[src/rtl/simon_pkg.sv]
// Shared types and helpers for the Simon game controller.
package simon_pkg;

    typedef enum logic [2:0] {
        StIdle,
        StAdd,
        StPlayOn,
        StPlayOff,
        StWaitIn,
        StLose,
        StWin
    } simon_state_e;

    typedef logic [1:0] colour_t;

    // Map a colour code to its one-hot LED/button pattern.
    function automatic logic [3:0] onehot(input colour_t c);
        return 4'b0001 << c;
    endfunction

endpackage

[src/rtl/simon_lfsr.sv]
// 8-bit Fibonacci LFSR (taps 8,6,5,4), loaded with seed on reset, steps when en=1.
module simon_lfsr (
    input  logic       clk,
    input  logic       rst,
    input  logic       en,
    input  logic [7:0] seed,
    output logic [7:0] q
);

    logic [7:0] r_q;
    logic       w_fb;

    assign w_fb = r_q[7] ^ r_q[5] ^ r_q[4] ^ r_q[3];
    assign q    = r_q;

    // Shift register: reload seed on reset, otherwise shift in feedback when enabled.
    always_ff @(posedge clk) begin
        if (rst) begin
            r_q <= seed;
        end else if (en) begin
            r_q <= {r_q[6:0], w_fb};
        end
    end

endmodule

[src/rtl/simon_game_ctrl.sv]
// Simon memory-game controller: grows a random colour sequence, plays it back,
// then checks the player's replay against it.
module simon_game_ctrl
    import simon_pkg::*;
#(
    parameter int unsigned MAX_LEN       = 9,
    parameter int unsigned ON_TICKS      = 500,
    parameter int unsigned OFF_TICKS     = 250,
    parameter int unsigned TIMEOUT_TICKS = 3000,
    parameter logic [7:0]  LFSR_SEED     = 8'hA5
) (
    input  logic       clk,
    input  logic       rst,
    input  logic       tick,
    input  logic       start,
    input  logic [3:0] btn,
    output logic [3:0] seq_led,
    output logic [3:0] score,
    output logic       display_loss,
    output logic       win,
    output logic       busy
);

    localparam int unsigned TMAX01   = (ON_TICKS > OFF_TICKS) ? ON_TICKS : OFF_TICKS;
    localparam int unsigned TIMER_MX = (TMAX01 > TIMEOUT_TICKS) ? TMAX01 : TIMEOUT_TICKS;
    localparam int unsigned TIMER_W  = $clog2(TIMER_MX + 1);

    simon_state_e       r_state, w_state_d;
    colour_t            r_mem [MAX_LEN];
    colour_t            w_mem_d [MAX_LEN];
    logic [3:0]         r_len, w_len_d;
    logic [3:0]         r_idx, w_idx_d;
    logic [TIMER_W-1:0] r_timer, w_timer_d, w_timer_inc;
    logic [3:0]         r_score, w_score_d;
    logic [3:0]         r_seq_led, w_seq_led_d;
    logic               r_loss, r_win, r_busy;
    logic               w_mem_we, w_lfsr_en;
    logic [7:0]         w_lfsr;
    colour_t            w_exp_col, w_next_col;
    logic               w_unused_lfsr;

    assign w_unused_lfsr = ^w_lfsr[7:2];
    assign w_timer_inc   = r_timer + TIMER_W'(1);

    simon_lfsr u_lfsr (
        .clk  (clk),
        .rst  (rst),
        .en   (w_lfsr_en),
        .seed (LFSR_SEED),
        .q    (w_lfsr)
    );

    // Colour expected at the current index (mux avoids index-width issues for small MAX_LEN).
    always_comb begin
        w_exp_col = '0;
        for (int i = 0; i < int'(MAX_LEN); i++) begin
            if (r_idx == 4'(i)) w_exp_col = r_mem[i];
        end
    end

    // Next-state, datapath updates and timer control.
    always_comb begin
        w_state_d = r_state;
        w_len_d   = r_len;
        w_idx_d   = r_idx;
        w_timer_d = r_timer;
        w_score_d = r_score;
        w_mem_we  = 1'b0;
        w_lfsr_en = 1'b0;

        unique case (r_state)
            StIdle, StLose, StWin: begin
                // LFSR free-runs only while idle so start timing seeds the sequence.
                w_lfsr_en = (r_state == StIdle);
                if (start) begin
                    w_state_d = StAdd;
                    w_len_d   = '0;
                    w_score_d = '0;
                end
            end
            StAdd: begin
                w_mem_we  = 1'b1;
                w_len_d   = r_len + 4'd1;
                w_lfsr_en = 1'b1;
                w_idx_d   = '0;
                w_state_d = StPlayOn;
            end
            StPlayOn: begin
                if (tick) begin
                    w_timer_d = w_timer_inc;
                    if (w_timer_inc == TIMER_W'(ON_TICKS)) w_state_d = StPlayOff;
                end
            end
            StPlayOff: begin
                if (tick) begin
                    w_timer_d = w_timer_inc;
                    if (w_timer_inc == TIMER_W'(OFF_TICKS)) begin
                        if (r_idx == r_len - 4'd1) begin
                            w_idx_d   = '0;
                            w_state_d = StWaitIn;
                        end else begin
                            w_idx_d   = r_idx + 4'd1;
                            w_state_d = StPlayOn;
                        end
                    end
                end
            end
            StWaitIn: begin
                // A press wins over a timeout landing on the same cycle.
                if (btn != 4'b0000) begin
                    if (btn == onehot(w_exp_col)) begin
                        if (r_idx == r_len - 4'd1) begin
                            w_score_d = r_len;
                            w_state_d = (r_len == 4'(MAX_LEN)) ? StWin : StAdd;
                        end else begin
                            w_idx_d   = r_idx + 4'd1;
                            w_timer_d = '0;
                        end
                    end else begin
                        w_state_d = StLose;
                    end
                end else if (tick) begin
                    w_timer_d = w_timer_inc;
                    if (w_timer_inc == TIMER_W'(TIMEOUT_TICKS)) w_state_d = StLose;
                end
            end
            default: w_state_d = StIdle;
        endcase

        // Timer restarts on every state entry.
        if (w_state_d != r_state) w_timer_d = '0;
    end

    // Next contents of the colour array (new colour appended in ADD).
    always_comb begin
        w_mem_d = r_mem;
        for (int i = 0; i < int'(MAX_LEN); i++) begin
            if (w_mem_we && (r_len == 4'(i))) w_mem_d[i] = w_lfsr[1:0];
        end
    end

    // Registered LED pattern follows the next state so it lines up with PLAY_ON.
    always_comb begin
        w_next_col = '0;
        for (int i = 0; i < int'(MAX_LEN); i++) begin
            if (w_idx_d == 4'(i)) w_next_col = w_mem_d[i];
        end
        w_seq_led_d = (w_state_d == StPlayOn) ? onehot(w_next_col) : 4'b0000;
    end

    // State, datapath and registered outputs.
    always_ff @(posedge clk) begin
        if (rst) begin
            r_state   <= StIdle;
            r_len     <= '0;
            r_idx     <= '0;
            r_timer   <= '0;
            r_score   <= '0;
            r_seq_led <= '0;
            r_loss    <= 1'b0;
            r_win     <= 1'b0;
            r_busy    <= 1'b0;
            for (int i = 0; i < int'(MAX_LEN); i++) r_mem[i] <= '0;
        end else begin
            r_state   <= w_state_d;
            r_len     <= w_len_d;
            r_idx     <= w_idx_d;
            r_timer   <= w_timer_d;
            r_score   <= w_score_d;
            r_seq_led <= w_seq_led_d;
            r_loss    <= (w_state_d == StLose);
            r_win     <= (w_state_d == StWin);
            r_busy    <= !((w_state_d == StIdle) || (w_state_d == StLose) ||
                           (w_state_d == StWin));
            r_mem     <= w_mem_d;
        end
    end

    assign seq_led      = r_seq_led;
    assign score        = r_score;
    assign display_loss = r_loss;
    assign win          = r_win;
    assign busy         = r_busy;

endmodule

[config.mk]
export PLATFORM = sky130hd
export DESIGN_NAME = simon_game_ctrl
export DESIGN_NICKNAME = d
export VERILOG_FILES = /design/src/rtl/simon_pkg.sv /design/src/rtl/simon_lfsr.sv /design/src/rtl/simon_game_ctrl.sv
export SDC_FILE = /design/constraint.sdc
export NUM_CORES = 1
export LEC_CHECK = 0
export CORE_ASPECT_RATIO = 1.5
export CORE_MARGIN = 5
export CORE_UTILIZATION = 45
export DETAILED_ROUTE_END_ITERATION = 16
export GPL_TIMING_DRIVEN = 0
export PLACE_DENSITY = 0.65
export SYNTH_ARGS = -nofsm -noshare
export SYNTH_HDL_FRONTEND = slang
export SYNTH_HIERARCHICAL = 1
export SYNTH_SLANG_ARGS = --single-unit
[constraint.sdc]
create_clock -name clk -period 4 [get_ports clk]
set_clock_uncertainty 0.05 [all_clocks]
set_input_delay 0.8 -clock clk [delete_from_list [all_inputs] [get_ports clk]]
set_output_delay 0.8 -clock clk [all_outputs]
set_load 0.005 [all_outputs]
# Word-level counts from Yosys, hierarchy flattened
# Index checks and enable logic that the tools add are counted.
# totals
output_inout_bits	11
regBits	60
word_cells	163
inputBits	8
# classes
bitwise_logic	4
mux	60
n_shift	2
n_reduce_logical	28
n_eq_ne	46
addsub	4
# op_table
operator	count
$mux 2	27
$eq 4x3->1 const B	12
$mux 12	4
$mux 4	10
$mux 3	12
$eq 4x2->1 const B	6
$pmux 12 s2	1
$eq 4x4->1 const B	4
$pmux 4 s2	2
$eq 3x3->1 const B	5
$pmux 3 s5	1
$add 12x1->12 const B	1
$eq 12x12->1 const B	1
$eq 12x8->1 const B	1
$eq 12x9->1 const B	1
$eq 4x1->1 const B	3
$logic_not 4->1	3
$pmux 4 s3	1
$eq 3x2->1 const B	3
$logic_and 1x1->1	9
$add 4x1->4 const B	2
$eq 4x4->1	2
$ne 2x2->1 const B	4
$shl 1x2->4 const A	2
18 further kinds	27

# Longest topological paths before layout
# logic_depth
word_depth	26
mapped_depth	17
mapped_depth_nobuf	14

# Hierarchy
# Netlist, hierarchy kept.
# modules_own_cells
mod	cells_per_inst	instances	area_each_um2	seq_area_each_um2
simon_game_ctrl	479	1	3726.1	1041.0
simon_lfsr	22	1	371.6	240.2

# Worst setup path after synthesis
# No wires, ideal clock.
# synth_timing
path_type	register to register
start	reg r_len[0]
end	reg r_seq_led[1] (netlist: seq_led[1])
t_arrival_ns	3.808
required_time_ns	3.877
slack_ns	0.069
stages_incl_launch_ff	17
path_buffers	3
synth_period_minus_slack_ns	3.931
setup_time_ns	0.073
cell_sequence	dfxtp_1 -> clkbuf_1 -> inv_1 -> ha_1 -> xor2_1 -> nand2_1 -> nor3_1 -> clkbuf_1 -> inv_1 -> ha_1 -> a211oi_2 -> or3_1 -> clkbuf_1 -> a2111oi_0 -> or4_1 -> a21oi_2 -> nor3b_2
# synth_between
elab_chain_len	17
word_cells_on_any_way	67
cone_classes	1 x add/sub; 19 x eq/ne; 1 x shift; 33 x mux; 1 x bitwise; 12 x reduce/logical
# synth_lines
item	line	text
start: declaration	simon_game_ctrl.sv:31	logic [3:0] r_len, w_len_d;
start signal: assignment	simon_game_ctrl.sv:166	r_len <= w_len_d;
$sub 4x1->4	simon_game_ctrl.sv:98, simon_game_ctrl.sv:112	
$eq 4x4->1	simon_game_ctrl.sv:98, simon_game_ctrl.sv:112	
$mux 4 (on tied branches)	simon_game_ctrl.sv:112, simon_game_ctrl.sv:98	
$mux 4 (on tied branches)	simon_game_ctrl.sv:111, simon_game_ctrl.sv:97	
$mux 4 (on tied branches)	simon_game_ctrl.sv:110, simon_game_ctrl.sv:95	
$pmux 4 s3	simon_game_ctrl.sv:71	unique case (r_state)
$logic_not 4->1	simon_game_ctrl.sv:146	if (w_idx_d == 4'(i)) w_next_col = w_mem_d[i];
$mux 2 (9 in series)	simon_game_ctrl.sv:146	
$shl 1x2->4	simon_pkg.sv:18	return 4'b0001 << c;
end signal: assignment	simon_game_ctrl.sv:170	r_seq_led <= w_seq_led_d;
end: declaration	simon_game_ctrl.sv:35	logic [3:0] r_seq_led, w_seq_led_d;
# Several ways; a longest one is shown, not always the timed one.
# A chain may end at the register's enable or synchronous reset.

# Worst setup path after layout
# layout_timing
start	reg r_idx[3]
end	reg r_seq_led[2] (netlist: seq_led[2])
# layout_between
elab_chain_len	26
word_cells_on_any_way	58
cone_classes	1 x add/sub; 19 x eq/ne; 2 x shift; 32 x mux; 1 x bitwise; 3 x reduce/logical
# layout_lines
item	line	text
start: declaration	simon_game_ctrl.sv:32	logic [3:0] r_idx, w_idx_d;
start signal: assignment	simon_game_ctrl.sv:167	r_idx <= w_idx_d;
$logic_not 4->1	simon_game_ctrl.sv:57	if (r_idx == 4'(i)) w_exp_col = r_mem[i];
$mux 2 (9 in series)	simon_game_ctrl.sv:57	
$shl 1x2->4	simon_pkg.sv:18	
$eq 4x4->1	simon_game_ctrl.sv:111	if (btn == onehot(w_exp_col)) begin
$mux 4	simon_game_ctrl.sv:111	
$mux 4	simon_game_ctrl.sv:110	if (btn != 4'b0000) begin
$pmux 4 s3	simon_game_ctrl.sv:71	
$logic_not 4->1	simon_game_ctrl.sv:146	
$mux 2 (9 in series)	simon_game_ctrl.sv:146	
$shl 1x2->4	simon_pkg.sv:18	
# Several ways; a longest one is shown, not always the timed one.

==> flow_metrics.tcl <==
set metrics [dict create \
    htree_levels 3 \
    cp_common_cell "xnor2_1" \
    p_leak_uw 0.00193 \
    postSynthAreaPerCell_um2 8.18 \
    fillers 784 \
    reg2reg_to "seq_led[2]" \
    clk-insertion-delay-late_ps 340 \
    worst_ir_drop_vdd_mv 0.252 \
    synthCells 501 \
    hp-class "flip-flop to flip-flop" \
    wl_per_cell_um 19.1 \
    rows 42 \
    post-dp-hpwl_um 8730 \
    post-route-drc-count 0 \
    critical-path-max-stage-delay_ps 530 \
    worstMarginPinSlew_ps 702 \
    synthArstFlopShare 0 \
    setup_viol 0 \
    worstPathMaxFanout 10 \
    critPathRequiredTime_ps 4170 \
    drt_iter0_drc 248 \
    area_growth_pct 30.8 \
    fin_total_pwr_uw 1630 \
    gp_congestion 0.970 \
    fmax_mhz 251 \
    status "finished clean" \
    timing.slew.headroom 0.519 \
    yosysWarnings 6 \
    period_share 0.995 \
    grt_start_max_net_pins 11 \
    cts-buffers-inserted 9 \
    clk_pin_slew_worst_paths_ps 50 \
    critical_path_class "flip-flop to flip-flop" \
    dieArea_um2 11200 \
    die_y_um 127 \
    r2r_setup_slack_ps 20 \
    place_inst 633 \
    synth_area_um2 4100 \
    track_usage 0.221 \
    hold_start "score[0]" \
    use_met3 0.0344 \
    hold_end "score[0]" \
    critPathArrivalTime_ps 4150 \
    r2r_cells 14 \
    grt_pass1_vias 3848 \
    critPathCaptureType "flip-flop" \
    ant_nets 0 \
    vias_per_cell 6.24 \
    rsz0062_at_grt "true" \
    port_buffers 16 \
    synthTopCellsByCount "nor2_1 (59), dfxtp_1 (52), a21oi_1 (33), nand2_1 (33), o21ai_0 (25)" \
    use_met2 0.388 \
    grt_use_met1 0.236 \
    fin_tns_setup_ps 0 \
    finalCriticalPeriod_ps 3980 \
    final_cells 676 \
    grt_busiest_layer "met2" \
    grt_pass1_wl_um 19100 \
    core_area_um2 8880 \
    yosys.area.top_type "dfxtp_1" \
    ios 19 \
    cts_buffer_depth 2 \
    hold_violations 0 \
    dr.pass1.iters 7 \
    cp-start-kind "flip-flop" \
    nNetsFinal 583 \
    cts_root_buffer "clkbuf_16" \
    cts_hold_buf 0 \
    drv_slew 0 \
    ys_seq_elements 60 \
    cpMaxStageDelayCell "or4_4" \
    netlist.area_leader.share 0.254 \
    post_dp_cell_area_um2 4420 \
    clock_sinks 60 \
    hold-worst-slack_ps 419 \
    yosysUniqueCellTypes 82 \
    maxCapViolCount 0 \
    r2r_start "r_idx[3]" \
    seq_area_frac_synth 0.313 \
    diodes 0 \
    yosysMostFrequentCell "nor2_1" \
    whs_path_depth 2 \
    final_area_um2 5360 \
    cts_tree "built" \
    overflow 0 \
    cp_cell_sequence "clkbuf_1, xnor2_1, xnor2_1, nor3_2, buf_4, inv_1, ha_1, mux2i_4, o32ai_4, or3_4, or4_4, nor2_2, a211oi_4, nor3b_2" \
    post_route_cells_drive_above_1_share 0.217 \
    antenna_found_initial 0 \
    ys.flop_type "dfxtp_1" \
    synth_area_leaders "dfxtp_1 (25%), edfxtp_1 (5.9%), nor2_1 (5.4%)" \
    start_util 0.461 \
    route.vias.total 4218 \
    die_w_um 87.9 \
    cellPowerDensity_nw_per_um2 304 \
    wl_um 12900 \
    synth_edf_count 8 \
]
## per-stage QoR
stage,setup slack (ps),utilization
3_5_place_dp,-679,0.497
3_3_place_gp,-601,0.497
5_1_grt,-135,0.604
6_report,19.8,0.604
4_1_cts,-2.53,0.549
2_1_floorplan,68.8,-
## timing repair
| item | 4_1_cts | 5_1_grt |
|---|---|---|
| buffers inserted | 9 | 24 |
| endpoints found under the hold margin | 0 | 0 |
| pin swaps | 12 | 26 |
| setup endpoints to repair | 16 | 14 |
| resized for setup | 33 | 64 |
## registers in the layout (all words and copies together), names as in the netlist
name,cells
r_len,4
busy,1
u_lfsr/q,8
score,4
r_state,3
display_loss,1
win,1
r_mem,18
r_idx,4
seq_led,4
r_timer,12
## worst max-delay path by stage
stage,startpoint,to,depth (start not counted)
2_1_floorplan,r_len[0],seq_led[1],16
3_3_place_gp,r_len[0],seq_led[1],16
3_5_place_dp,r_len[0],seq_led[1],16
4_1_cts,r_idx[1],seq_led[2],14
5_1_grt,r_idx[3],seq_led[1],14
6_report,r_idx[3],seq_led[2],14
## cell families after synthesis
| group | share of synthesized area |
|---|---|
| AND/OR/NAND/NOR | 0.277 |
| AO/OA/AOI/OAI | 0.221 |
| flip-flops | 0.313 |
| buffers and inverters | 0.0507 |
| multiplexers | 0.0736 |
| adder cells (fa/ha/maj) | 0.0421 |
| XOR/XNOR | 0.0214 |
| other | 0.00183 |
## critical path: cells and delay by family, from the launching register on
family	cells	cell delay, ps
simple gates	5	1630
buf+inv	3	850
xor+xnor	2	350
flops	1	320
fa+ha+maj	1	240
compound gates	2	230
mux	1	170
## power breakdown
group	total (µW)	leakage [µW]	internal [µW]	switching (µW)
registers	657	0.000508	640	16.6
logic	279	0.00129	111	168
clock network	695	0.000128	412	283
total	1630	0.00193	1160	467
## area by class of cell
type	instances	area [µm²]	share of cell area
Timing Repair Buffer	48	424	0.0791
Inverter	23	86.3	0.0161
Tap cell	110	138	0.0257
Clock buffer	10	229	0.0427
Sequential cell	60	1300	0.242
Buffer	23	118	0.0219
Clock inverter	5	28.8	0.00537
Multi-Input combinational cell	397	3040	0.567
## per-layer routing
layer	wire length, µm	vias to the layer above	share of wire
li1	-	1955	-
met1	4710	1992	0.36
met2	6700	206	0.52
met3	723	65	0.056
met4	802	0	0.062
met5	0	-	0
## cell usage in the layout (no fill, tap or decap), drive strengths merged, types with 7 or more instances in the layout
master / count
or3: 10
dfxtp: 52
edfxtp: 8
mux2: 9
ha: 13
nand2b: 13
o21ai: 29
and2: 7
nand3: 15
xnor2: 8
mux2i: 20
clkbuf: 27
a2111oi: 9
nand2: 33
o21a: 7
nor2: 59
inv: 23
a21oi: 34
conb: 8
nor4b: 7
clkdlybuf4s50: 16
nor3: 15
buf: 38
nor2b: 7
a211oi: 8
Note: power is estimated with default switching activity, not from simulation.
